[src/rtl/mips_pkg.sv]
// Shared definitions for the MIPS boot loader.
// Holds the loader state encoding, the default instruction memory geometry
// and the width of the image checksum byte.
package mips_pkg;

    localparam int DEPTH_DEF  = 512;
    localparam int ADDR_W_DEF = 9;
    localparam int CSUM_W     = 8;

    typedef enum logic [2:0] {
        ST_IDLE,
        ST_LEN_HI,
        ST_LEN_LO,
        ST_DATA,
        ST_CHECK,
        ST_RUN,
        ST_ERR
    } loader_state_t;

    // True for the states in which the loader takes bytes from the stream.
    function automatic logic accepts_bytes(input loader_state_t s);
        return (s == ST_LEN_HI) || (s == ST_LEN_LO) || (s == ST_DATA) || (s == ST_CHECK);
    endfunction

endpackage

[src/rtl/mips_boot_loader_byte_to_word.sv]
// byte_to_word: packs a big-endian byte stream into 32-bit words.
// Ports:
//   clk, reset    - clock, asynchronous active-high reset
//   clear         - synchronous restart of the byte position
//   in_valid      - a byte is consumed this cycle
//   in_data       - the byte
//   word_last     - the next consumed byte completes a word
//   word_valid    - one-cycle pulse, word holds a freshly completed word
//   word          - last completed word (MSB first), held between pulses
module byte_to_word
    import mips_pkg::*;
(
    input  logic              clk,
    input  logic              reset,
    input  logic              clear,
    input  logic              in_valid,
    input  logic [CSUM_W-1:0] in_data,
    output logic              word_last,
    output logic              word_valid,
    output logic [31:0]       word
);

    logic [1:0]  byte_cnt;
    logic [23:0] shift_q;

    assign word_last = (byte_cnt == 2'd3);

    // Only the three older bytes are buffered; the fourth goes straight into
    // the output word so it appears the cycle after it is consumed.
    always_ff @(posedge clk or posedge reset) begin
        if (reset) begin
            byte_cnt   <= 2'd0;
            shift_q    <= 24'd0;
            word_valid <= 1'b0;
            word       <= 32'd0;
        end else begin
            word_valid <= 1'b0;
            if (clear) begin
                byte_cnt <= 2'd0;
                shift_q  <= 24'd0;
            end else if (in_valid) begin
                shift_q  <= {shift_q[15:0], in_data};
                byte_cnt <= byte_cnt + 2'd1;
                if (word_last) begin
                    word       <= {shift_q, in_data};
                    word_valid <= 1'b1;
                end
            end
        end
    end

endmodule

[src/rtl/mips_boot_loader.sv]
// mips_boot_loader: receives a program image as a byte stream, writes it into
// the instruction memory and holds the CPU in reset until the image checks out.
// Image: 16-bit word count N, N big-endian words, XOR checksum of the word bytes.
// Ports:
//   clk, reset            - clock, asynchronous active-high reset
//   start                 - begin a load (honoured in IDLE and ERR)
//   rx_data/valid/ready   - byte stream handshake
//   imem_we/addr/wdata    - instruction memory write port
//   cpu_reset             - processor reset, released after a verified load
//   done, error           - load outcome
module mips_boot_loader
    import mips_pkg::*;
#(
    parameter int DEPTH  = DEPTH_DEF,
    parameter int ADDR_W = ADDR_W_DEF
) (
    input  logic              clk,
    input  logic              reset,
    input  logic              start,
    input  logic [7:0]        rx_data,
    input  logic              rx_valid,
    output logic              rx_ready,
    output logic              imem_we,
    output logic [ADDR_W-1:0] imem_addr,
    output logic [31:0]       imem_wdata,
    output logic              cpu_reset,
    output logic              done,
    output logic              error
);

    loader_state_t     state_q, state_next;
    logic [15:0]       len_q;
    logic [15:0]       word_cnt_q;
    logic [CSUM_W-1:0] csum_q;
    logic              accept;
    logic              load_clear;
    logic              data_accept;
    logic [15:0]       len_full;
    logic              len_bad;
    logic              last_word;
    logic              word_last;
    logic              word_valid;
    logic [31:0]       word;

    assign accept      = rx_valid && rx_ready;
    assign load_clear  = ((state_q == ST_IDLE) || (state_q == ST_ERR)) && start;
    assign data_accept = accept && (state_q == ST_DATA);
    assign len_full    = {len_q[15:8], rx_data};
    assign len_bad     = (len_full == 16'd0) || (len_full > 16'(DEPTH));
    // The word counter only advances on the write pulse, so while the last
    // byte of a word is being consumed it still holds that word's index.
    assign last_word   = (word_cnt_q == (len_q - 16'd1));

    assign imem_we    = word_valid;
    assign imem_wdata = word;
    assign imem_addr  = word_cnt_q[ADDR_W-1:0];

    byte_to_word u_byte_to_word (
        .clk        (clk),
        .reset      (reset),
        .clear      (load_clear),
        .in_valid   (data_accept),
        .in_data    (rx_data),
        .word_last  (word_last),
        .word_valid (word_valid),
        .word       (word)
    );

    // State register.
    always_ff @(posedge clk or posedge reset) begin
        if (reset) begin
            state_q <= ST_IDLE;
        end else begin
            state_q <= state_next;
        end
    end

    // Next-state logic: every byte-taking state moves only on an accepted byte.
    always_comb begin
        state_next = state_q;
        unique case (state_q)
            ST_IDLE:   if (start) state_next = ST_LEN_HI;
            ST_LEN_HI: if (accept) state_next = ST_LEN_LO;
            ST_LEN_LO: if (accept) state_next = len_bad ? ST_ERR : ST_DATA;
            ST_DATA:   if (accept && word_last && last_word) state_next = ST_CHECK;
            ST_CHECK:  if (accept) state_next = (rx_data == csum_q) ? ST_RUN : ST_ERR;
            ST_RUN:    state_next = ST_RUN;
            ST_ERR:    if (start) state_next = ST_LEN_HI;
            default:   state_next = ST_IDLE;
        endcase
    end

    // Status outputs are registered from the next state so they line up with
    // the state register and never see rx_valid combinationally.
    always_ff @(posedge clk or posedge reset) begin
        if (reset) begin
            rx_ready  <= 1'b0;
            cpu_reset <= 1'b1;
            done      <= 1'b0;
            error     <= 1'b0;
        end else begin
            rx_ready  <= accepts_bytes(state_next);
            cpu_reset <= (state_next != ST_RUN);
            done      <= (state_next == ST_RUN);
            error     <= (state_next == ST_ERR);
        end
    end

    // Length capture, checksum accumulation and word address counting.
    always_ff @(posedge clk or posedge reset) begin
        if (reset) begin
            len_q      <= 16'd0;
            word_cnt_q <= 16'd0;
            csum_q     <= '0;
        end else if (load_clear) begin
            word_cnt_q <= 16'd0;
            csum_q     <= '0;
        end else begin
            if (accept && (state_q == ST_LEN_HI)) len_q[15:8] <= rx_data;
            if (accept && (state_q == ST_LEN_LO)) len_q[7:0]  <= rx_data;
            if (data_accept) csum_q <= csum_q ^ rx_data;
            if (word_valid) word_cnt_q <= word_cnt_q + 16'd1;
        end
    end

endmodule
[config.mk]
export PLATFORM = sky130hd
export DESIGN_NAME = mips_boot_loader
export DESIGN_NICKNAME = d
export VERILOG_FILES = /design/src/rtl/mips_pkg.sv /design/src/rtl/mips_boot_loader_byte_to_word.sv /design/src/rtl/mips_boot_loader.sv
export SDC_FILE = /design/constraint.sdc
export NUM_CORES = 1
export LEC_CHECK = 0
export ABC_AREA = 1
export BUFFER_PORTS_ARGS = -buffer_cell sky130_fd_sc_hd__buf_2
export CORE_ASPECT_RATIO = 0.5
export CORE_UTILIZATION = 40
export CTS_BUF_LIST = sky130_fd_sc_hd__clkbuf_2 sky130_fd_sc_hd__clkbuf_4 sky130_fd_sc_hd__clkbuf_8
export CTS_CLUSTER_SIZE = 28
export DETAILED_ROUTE_END_ITERATION = 8
export GPL_TIMING_DRIVEN = 0
export PLACE_DENSITY = 0.64
export SYNTH_ARGS = -nofsm -noshare
export SYNTH_HDL_FRONTEND = slang
export SYNTH_SLANG_ARGS = --single-unit
[constraint.sdc]
create_clock -name clk -period 3.7 [get_ports clk]
set_clock_uncertainty 0.2 [all_clocks]
set_input_delay 0 -clock clk [delete_from_list [all_inputs] [get_ports clk]]
set_output_delay 0 -clock clk [all_outputs]
set_load 0.005 [all_outputs]
* After elaboration in Yosys (flattened, before gate mapping) *
Index checks and enable logic that the tools add are counted.

word-level totals
  bits in registers = 106
  bits of input ports = 12
  output and inout bits = 46
  word-level logic and storage cells = 74

operators by class
  add/sub/neg operators = 3
  $lt $le $gt $ge = 1
  eq/ne operators = 16
  mux-type cells = 19
  bitwise operators = 2
  reductions and logical operators = 20

operator list
  operator                                                                            count
  24-bit two-way mux                                                                  2
  16-bit two-way mux                                                                  2
  3-bit equality test (second input constant)                                         6
  3-bit two-way mux                                                                   6
  3-bit case mux with 6 select lines                                                  1
  16-bit by 1-bit adder with 16-bit output (second input constant)                    1
  16-bit equality test                                                                1
  16-bit by 10-bit greater-than comparator with 1-bit output (second input constant)  1
  16-bit zero test                                                                    1
  8-bit two-way mux                                                                   2
  16-bit by 1-bit subtractor with 16-bit output (second input constant)               1
  3-bit by 2-bit equality test with 1-bit output (second input constant)              4
  8-bit equality test                                                                 1
  8-bit bitwise XOR                                                                   1
  1-bit logical AND                                                                   7
  3-bit by 1-bit equality test with 1-bit output (second input constant)              2
  2-bit two-way mux                                                                   3
  1-bit logical OR                                                                    5
  2-bit AND reduction                                                                 2
  2-bit nonzero test                                                                  2
  3-bit zero test                                                                     1
  1-bit two-way mux                                                                   3
  3-bit != test (second input constant)                                               1
  3-bit AND reduction                                                                 1
  4 further kinds                                                                     4

* Longest topological paths before layout *
Gate-level depths: netlist of the first run.

  depth in word-level cells = 9
  depth in mapped cells = 18

* Hierarchy *
Synthesis of the first run repeated with hierarchy kept, for this count alone.

second synthesis, totals
  cells, all modules = 729
  area total of the unflattened synthesis = 5973.2 um^2

modules (own cells, without submodules)
  module            times used  cells an instance  area each (um^2)
  mips_boot_loader  1           468                3129.3
  byte_to_word      1           261                2844.0

* Worst setup path after synthesis of the first run *
No wires, ideal clock.

  path type = register to register
  start = reg len_q[0]
  end = reg done
  library setup time = 112 ps
  arrival time = 1658 ps
  required time = 3388 ps
  path slack = 1729 ps
  cell stages (with the launch flop) = 16
  buffers on the path = 0
  period minus slack after synthesis = 1971 ps
  cells stage by stage = dfrtp_1 > inv_1 > ha_1 > nand2_1 > nor2_1 > nand3_1 > nand2_1 > nand2_1 > nor2_1 > nand2_1 > nor2_2 > nand2_2 > nand2_4 > nand2_1 > nand3_2 > inv_2

on the way
  word-level cells in the longest chain between the ends = 6

ends and longest elaborated chain
  item                                           RTL line                 source
  start: declaration                             mips_boot_loader.sv:32   logic [15:0] len_q;
  start signal: assignment                       mips_boot_loader.sv:120  if (accept && (state_q == ST_LEN_LO)) len_q[7:0] <= rx_data;
  16-bit by 1-bit subtractor with 16-bit output  mips_boot_loader.sv:52   assign last_word = (word_cnt_q == (len_q - 16'd1));
  16-bit equality test                           mips_boot_loader.sv:52
  1-bit logical AND                              mips_boot_loader.sv:85   ST_DATA: if (accept && word_last && last_word) state_next = ST_CHECK;
  3-bit two-way mux                              mips_boot_loader.sv:85
  3-bit case mux with 6 select lines             mips_boot_loader.sv:81   unique case (state_q)
  named net state_next[0]                        mips_boot_loader.sv:31   loader_state_t state_q, state_next;
  3-bit equality test                            mips_boot_loader.sv:104  done <= (state_next == ST_RUN);
  end signal: assignment                         mips_boot_loader.sv:104
  end: declaration                               mips_boot_loader.sv:27   output logic done,

The timed path passes the listed nets, and every way through them passes these cells.
A chain may end at the register's enable or synchronous reset.

* Worst setup path after layout of the first run *
  start = reg rx_ready
  end = reg u_byte_to_word.word[6]

on the way
  word-level cells in the longest chain between the ends = 3

ends and longest elaborated chain
  item                           RTL line                             source
  start: declaration             mips_boot_loader.sv:22               output logic rx_ready,
  start signal: assignment       mips_boot_loader.sv:102              rx_ready <= accepts_bytes(state_next);
  1-bit logical AND              mips_boot_loader.sv:45               assign accept = rx_valid && rx_ready;
  1-bit logical AND              mips_boot_loader.sv:47               assign data_accept = accept && (state_q == ST_DATA);
  3-bit AND reduction (no line)  --
  end signal: assignment         mips_boot_loader_byte_to_word.sv:45  word <= {shift_q, in_data};
  end: declaration               mips_boot_loader_byte_to_word.sv:20  output logic [31:0] word

Every way passes these cells.

==> results.tsv, run 1 <==
stage	metric	value	unit
layout	fraction of layout cells with a size suffix above 1	16.09	%
clock_tree	number of clock sinks	106	
critical_path	cell family with most CP delay	buffers and inverters	
synth	share of the synthesized area in the top cell type	51.98	%
critical_path	Worst Path Required	3.75	ns
power	worst vdd ir	0.2602	mV
grt	GRT Util Overall	19.81	%
critical_path	CP bufs+invs	3	
placement	number of instances in the placed design	834	
clock_tree	deepest clock path buffer count	2	
drt	DR iter-0 viols	297	
timing	Worst slew margin	49.45	%
clock_tree	worst skew pair latency	0.39	ns
drt	First-pass DRT Iterations	4	
timing	setup_tns	0	ns
critical_path	worst stage delay on the critical path	0.40	ns
die	I/O pin total	58	
die	Core ar.	12050	um^2
die	Initial Util	41.94	%
drt	mean number of vias per cell	4.830	
die	full die area	13120	um^2
drt	WL/cell	13.82	um
timing	final setup fails	0	
clock_tree	CTS tree	built	
layout	most frequent cells in the layout	nand2_1 (146), dfrtp_1 (105), inv_1 (75)	
critical_path	crit-path max FO	10	
synth	Syn Nets	626	
drt	Post-Route WL	11900	um
power	combinational power share	36.1	%
critical_path	Worst setup EP type	flop	
layout	fin area	5881	um^2
power	sw frac	41.24	%
synth	Cells after Synth	611	
critical_path	crit path launch	rx_ready	
synth	Async SR Flop Fraction	100.0	%
die	num rows	28	
grt	GRT overflow	0	
clock_tree	CTS root buf	clkbuf_8	
timing	Slew @ Worst Pin	0.7583	ns
clock_tree	Reg clk slew, reported paths	0.11	ns
synth	EDFF count, synth	0	
clock_tree	PostCTS Resize Cnt	0	
timing	hold_ws	0.1116	ns
placement	GPL Wtd Cong	0.8918	
clock_tree	total CTS buffers	9	
timing	final period utilization	62.50	%
synth	largest area contributor in the netlist	dfrtp_1	
timing	fmax	432.5	MHz
synth	Synth cell types	36	
placement	hpwl dp	8669	um
synth	flops & latches, synth	106	
min_path	worst hold-check path type	in -> async	
placement	DP Worst Slack	1.363	ns
critical_path	Reg2Reg Launch Point	rx_ready	
synth	top cells by area, synth	dfrtp_1 (52%), nand2_1 (11%), o21ai_0 (5.9%), inv_1 (5.6%), nand3_1 (4.7%)	
layout	Antenna Cells	0	
die	Die X	161.0	um
power	internal power	2.091	mW
critical_path	Slowest-stage cell, CP	clkbuf_1	
timing	worst setup margin	1.388	ns
timing	minimum clock period	2.312	ns
layout	fin util	48.80	%
grt	first-pass GRT wire length	19860	um
layout	Nets	706	
layout	final cell count without fillers	861	
timing	RSZ-0062 raised after global routing	false	
power	total power	3.558	mW
critical_path	worst-path cell chain	nand2_1 -> clkinv_1 -> nand2_2 -> nor2_1 -> inv_2 -> clkbuf_1 -> o21ai_0	
placement	dpl cell area	5577	um^2
synth	main flop type after synthesis	dfrtp_1	
power	net switching power figure	1.467	mW
power	pwr dens	605.0	nW/um^2
die	chip height	81.49	um
flow_run	max_cap viols	0	
clock_tree	post-CTS setup buffers	0	
power	sequential group share of total power	44.2	%
critical_path	kind of critical path	reg -> reg	
drt	post-route ant nets	0	
placement	number of port buffers	57	
timing	Final Hold Vio Count	0	
grt	initial antenna violation count	0	
clock_tree	number of H-tree levels	3	
grt	largest net degree at the start of global routing	61	
critical_path	startpoint types	flop	
drt	vias	4159	
drt	DRC errors left	0	
run_status	outcome	finished clean	
synth	Warnings, synthesis	0	
grt	vias in the first global route	3924	
power	Clk pwr share	19.6	%
synth	register area share after synthesis	52.50	%
layout	Area Growth Syn to Fin	16.34	%
synth	Syn Area/Cell	8.273	um^2
layout	most common cell after layout, fill and taps aside	nand2_1	
critical_path	Arrival @ worst endpoint	2.37	ns
timing	Slew Viols, Final	0	
power	leakage	2.957	nW
synth	Post-Synthesis Cell Area	5055	um^2
## repair_timing
action | CTS | global route
hold endpoints to repair | 107 | 0
hold buffers | 11 | 0
setup endpoints to repair | 0 | 0
## worst register-to-register path, cell delays in order, from the launching register on
cell	delay (ns)
dfrtp_1	0.39
nand2_1	0.17
clkinv_1	0.31
nand2_2	0.29
nor2_1	0.11
inv_2	0.17
clkbuf_1	0.40
o21ai_0	0.16
## layout make-up
class | instances | area (um^2)
inverters | 81 | 307.8
multi-input cells | 399 | 1956
clock buffers | 9 | 123.9
repair buffers | 69 | 422.9
plain buffers | 25 | 140.1
clock inverters | 7 | 70.07
flip-flops and latches | 106 | 2654
well taps | 165 | 206.4
fillers | 1191 | 6171
## sequential cells by signal (all words and copies together) (netlist names), 2 cells and up
| register | flops |
|---|---|
| word_cnt_q | 16 |
| csum_q | 8 |
| u_byte_to_word.shift_q | 24 |
| u_byte_to_word.byte_cnt | 2 |
| len_q | 16 |
| state_q | 3 |
| u_byte_to_word.word | 32 |
## layer usage
metal | up-vias | share of wire [%] | track usage, %
met5 | - | 0 | 0
met4 | 0 | 1.5 | 6.792
met3 | 16 | 4.6 | 4.545
met2 | 77 | 43 | 29.48
met1 | 1948 | 50 | 28.48
li1 | 2118 | - | -
## logic make-up after synthesis
logic type | after synthesis | share of synthesized area (%)
buf+inv | 106 | 8.811
simple gates | 274 | 23.59
fa+ha+maj | 3 | 0.7427
mux | 1 | 0.2228
flops | 106 | 52.50
xor+xnor | 19 | 3.292
compound gates | 102 | 10.84
## cells in the mapped netlist, types with 5 or more instances
library cell  number
nor3_1             6
o22ai_1           24
xnor2_1            6
clkbuf_1          12
nand3_1           47
xor2_1            13
nor2_2             6
buf_4              9
dfrtp_1          105
a21oi_1           11
o21ai_0           60
nand2_2            7
inv_1             76
nand2_1          146
nor2_1            48
nand4_1            5
## worst paths after layout
kind | endpoint | slack (ns) | cells after the start
hold reg to reg | u_byte_to_word.word[12] | 0.29 | 2
hold / removal | u_byte_to_word.word[24] | 0.11 | 3
setup reg to reg | u_byte_to_word.word[6] | 1.39 | 7
max in group asynchronous | cpu_reset | 2.44 | 4
setup / recovery | u_byte_to_word.word[6] | 1.39 | 7
min in group clk | csum_q[1] | 0.28 | 5
## power groups by stage
stage	Combinational [mW]	Clock, mW	Sequential, mW
6_report	1.29	0.698	1.57
5_1_grt	1.48	0.765	1.61
4_1_cts	1.29	0.724	1.57
3_5_place_dp	1.28	0	1.59
3_3_place_gp	1.25	0	1.59
2_1_floorplan	0.987	0	1.55
Power figures use the tool's default switching activity.
==> run 2: changes to the inputs <==
- clock period: 3.7 -> 2.38 ns (I/O delays scaled with it)
==> run 2 against run 1 <==
Global-route usage decreased by 0.090 points. Die area is the same. Hold slack got worse by 0.078 ns. Maximum frequency is 4.8% higher. Register-to-register slack got worse by 1.2 ns. Critical path depth unchanged. Sequential share of layout area is 0.30 points lower. Count of clock-buffer cells in the layout did not move. Worst setup slack worse by 1.2 ns. Non-clock buffer count stayed put. Utilization grew 0.32 points. Critical endpoint is now u_byte_to_word.word[22].
==> results.tsv, run 2 (synthesized netlist as in run 1, its figures left out) <==
stage	metric	value	unit	change
run_status	outcome	finished clean		
placement	DP Worst Slack	-0.02516	ns	-1.388 ns
clock_tree	deepest clock path buffer count	2		unchanged
timing	Worst slew margin	46.10	%	-3.3 points
critical_path	Reg2Reg Launch Point	rx_ready		
grt	first-pass GRT wire length	20040	um	+0.90%
drt	DRC errors left	0		unchanged
critical_path	Arrival @ worst endpoint	2.27	ns	-0.10 ns
drt	vias	4177		+0.43%
timing	worst setup margin	0.1733	ns	-1.214 ns
timing	fmax	453.2	MHz	+4.8%
critical_path	crit-path max FO	10		unchanged
critical_path	kind of critical path	reg -> reg		
clock_tree	Reg clk slew, reported paths	0.11	ns	about the same
timing	setup_tns	0	ns	unchanged
critical_path	FF-to-FF setup slack	0.17	ns	-1.21 ns
drt	post-route ant nets	0		unchanged
min_path	HP Start	rx_valid		
timing	Slew Viols, Final	0		unchanged
min_path	worst hold-check path type	in -> reg		
critical_path	r2r endpoint	u_byte_to_word.word[22]		
timing	RSZ-0062 raised after global routing	false		
drt	First-pass DRT Iterations	4		unchanged
timing	minimum clock period	2.207	ns	-0.1057 ns
drt	WL/cell	14.00	um	+1.4%
timing	final period utilization	92.72	%	+30 points
clock_tree	post-CTS setup buffers	0		unchanged
clock_tree	number of clock sinks	106		unchanged
placement	GPL Wtd Cong	0.8895		-0.26%
layout	Nets	706		unchanged
flow_run	max_cap viols	0		unchanged
die	I/O pin total	58		unchanged
grt	vias in the first global route	3983		+1.5%
drt	Post-Route WL	12060	um	+1.4%
die	chip height	81.49	um	unchanged
die	Initial Util	41.94	%	unchanged
grt	GRT overflow	0		unchanged
die	Core ar.	12050	um^2	unchanged
placement	number of port buffers	57		unchanged
critical_path	R2R cell count	7		unchanged
drt	mean number of vias per cell	4.851		+0.43%
min_path	hold endpoint	state_q[1]		
grt	initial antenna violation count	0		unchanged
clock_tree	CTS root buf	clkbuf_8		
layout	max reg flops	32		unchanged
placement	hpwl dp	8846	um	+2.0%
die	full die area	13120	um^2	unchanged
timing	Slew @ Worst Pin	0.8068	ns	+0.04853 ns
clock_tree	worst skew pair latency	0.38	ns	about the same
critical_path	Worst Path Required	2.45	ns	-1.30 ns
power	pwr dens	950.5	nW/um^2	+57%
layout	Fill cells	1192		+0.084%
power	worst vdd ir	0.3437	mV	+32%
layout	largest registers	u_byte_to_word.word x32, u_byte_to_word.shift_q x24		
layout	fraction of layout cells with a size suffix above 1	17.39	%	+1.3 points
layout	Largest Register	u_byte_to_word.word		
critical_path	startpoint types	flop		
grt	GRT Util Overall	19.72	%	-0.090 points
min_path	hold path cells	5		
timing	Final Hold Vio Count	0		unchanged
layout	Antenna Cells	0		unchanged
die	Die X	161.0	um	unchanged
drt	DR iter-0 viols	249		-16%
layout	most common cell after layout, fill and taps aside	nand2_1		
clock_tree	number of H-tree levels	3		unchanged
layout	Area Growth Syn to Fin	17.10	%	
die	num rows	28		unchanged
critical_path	Worst setup EP type	flop		
grt	largest net degree at the start of global routing	43		-30%
power	leakage	2.970	nW	+0.44%
clock_tree	CTS tree	built		
clock_tree	total CTS buffers	9		unchanged
timing	final setup fails	0		unchanged
layout	most frequent cells in the layout	nand2_1 (146), dfrtp_1 (105), inv_1 (74)		
run 2: critical path, stage by stage (launching register included):
cell and delay (ns):
dfrtp_1 0.39, nand2_1 0.17, clkinv_1 0.30, nand2_2 0.29
nor2_1 0.11, inv_2 0.17, clkbuf_1 0.33, o21ai_0 0.14
run 2: final cells by class:
cell class / instances / area [um^2] / share of cell area (%)
Clock buffer: 9 / 123.9 / 2.093
Clock inverter: 7 / 78.83 / 1.332
Sequential cell: 106 / 2654 / 44.83
Inverter: 81 / 309.0 / 5.221
Buffer: 25 / 143.9 / 2.431
Timing Repair Buffer: 69 / 425.4 / 7.187
Tap cell: 165 / 206.4 / 3.488
Multi-Input combinational cell: 399 / 1978 / 33.42
run 2: worst max path at each step:
stage / to / startpoint / slack, ns / cells past startpoint
floorplan: done / len_q[0] / 0.41 / 15
global placement: u_byte_to_word.word[29] / rx_ready / 0.02 / 7
detailed placement: u_byte_to_word.word[4] / rx_ready / -0.03 / 7
CTS: rx_ready / len_q[0] / 0.06 / 16
global route: word_cnt_q[10] / state_q[1] / 0.009 / 7
finish: u_byte_to_word.word[22] / rx_ready / 0.17 / 7
run 2: stage by stage:
step | hold WS (ns) | cells | utilization [%] | total power [mW] | area, um^2
2_1_floorplan | 0.007356 | 611 | - | 3.942 | 5059
3_3_place_gp | 0.1392 | 833 | 46.05 | 4.410 | 5550
3_5_place_dp | 0.0001252 | 835 | 46.39 | 4.480 | 5590
4_1_cts | 0.01405 | 861 | 48.91 | 5.622 | 5894
5_1_grt | 0.09703 | 861 | 49.12 | 6.072 | 5919
6_report | 0.03376 | 861 | 49.12 | 5.626 | 5919
run 2: per-layer routing:
layer / share of wire [%] / track usage (%)
met1: 51 / 27.60
met2: 45 / 31.94
met3: 3.4 / 3.788
met4: 0.51 / 4.717
met5: 0 / 0
run 2: report_power, final:
part	total [mW]	internal (mW)	switching, mW	leakage [nW]
logic	2.04	0.716	1.32	1.43
registers	2.45	2.15	0.307	1.44
clock network	1.13	0.419	0.713	0.102
run 2: repair_timing:
item	in CTS	in global routing
hold endpoints to repair	83	0
resized for setup	1	10
setup endpoints to repair	1	14
pin swaps	0	1
hold buffers	10	0
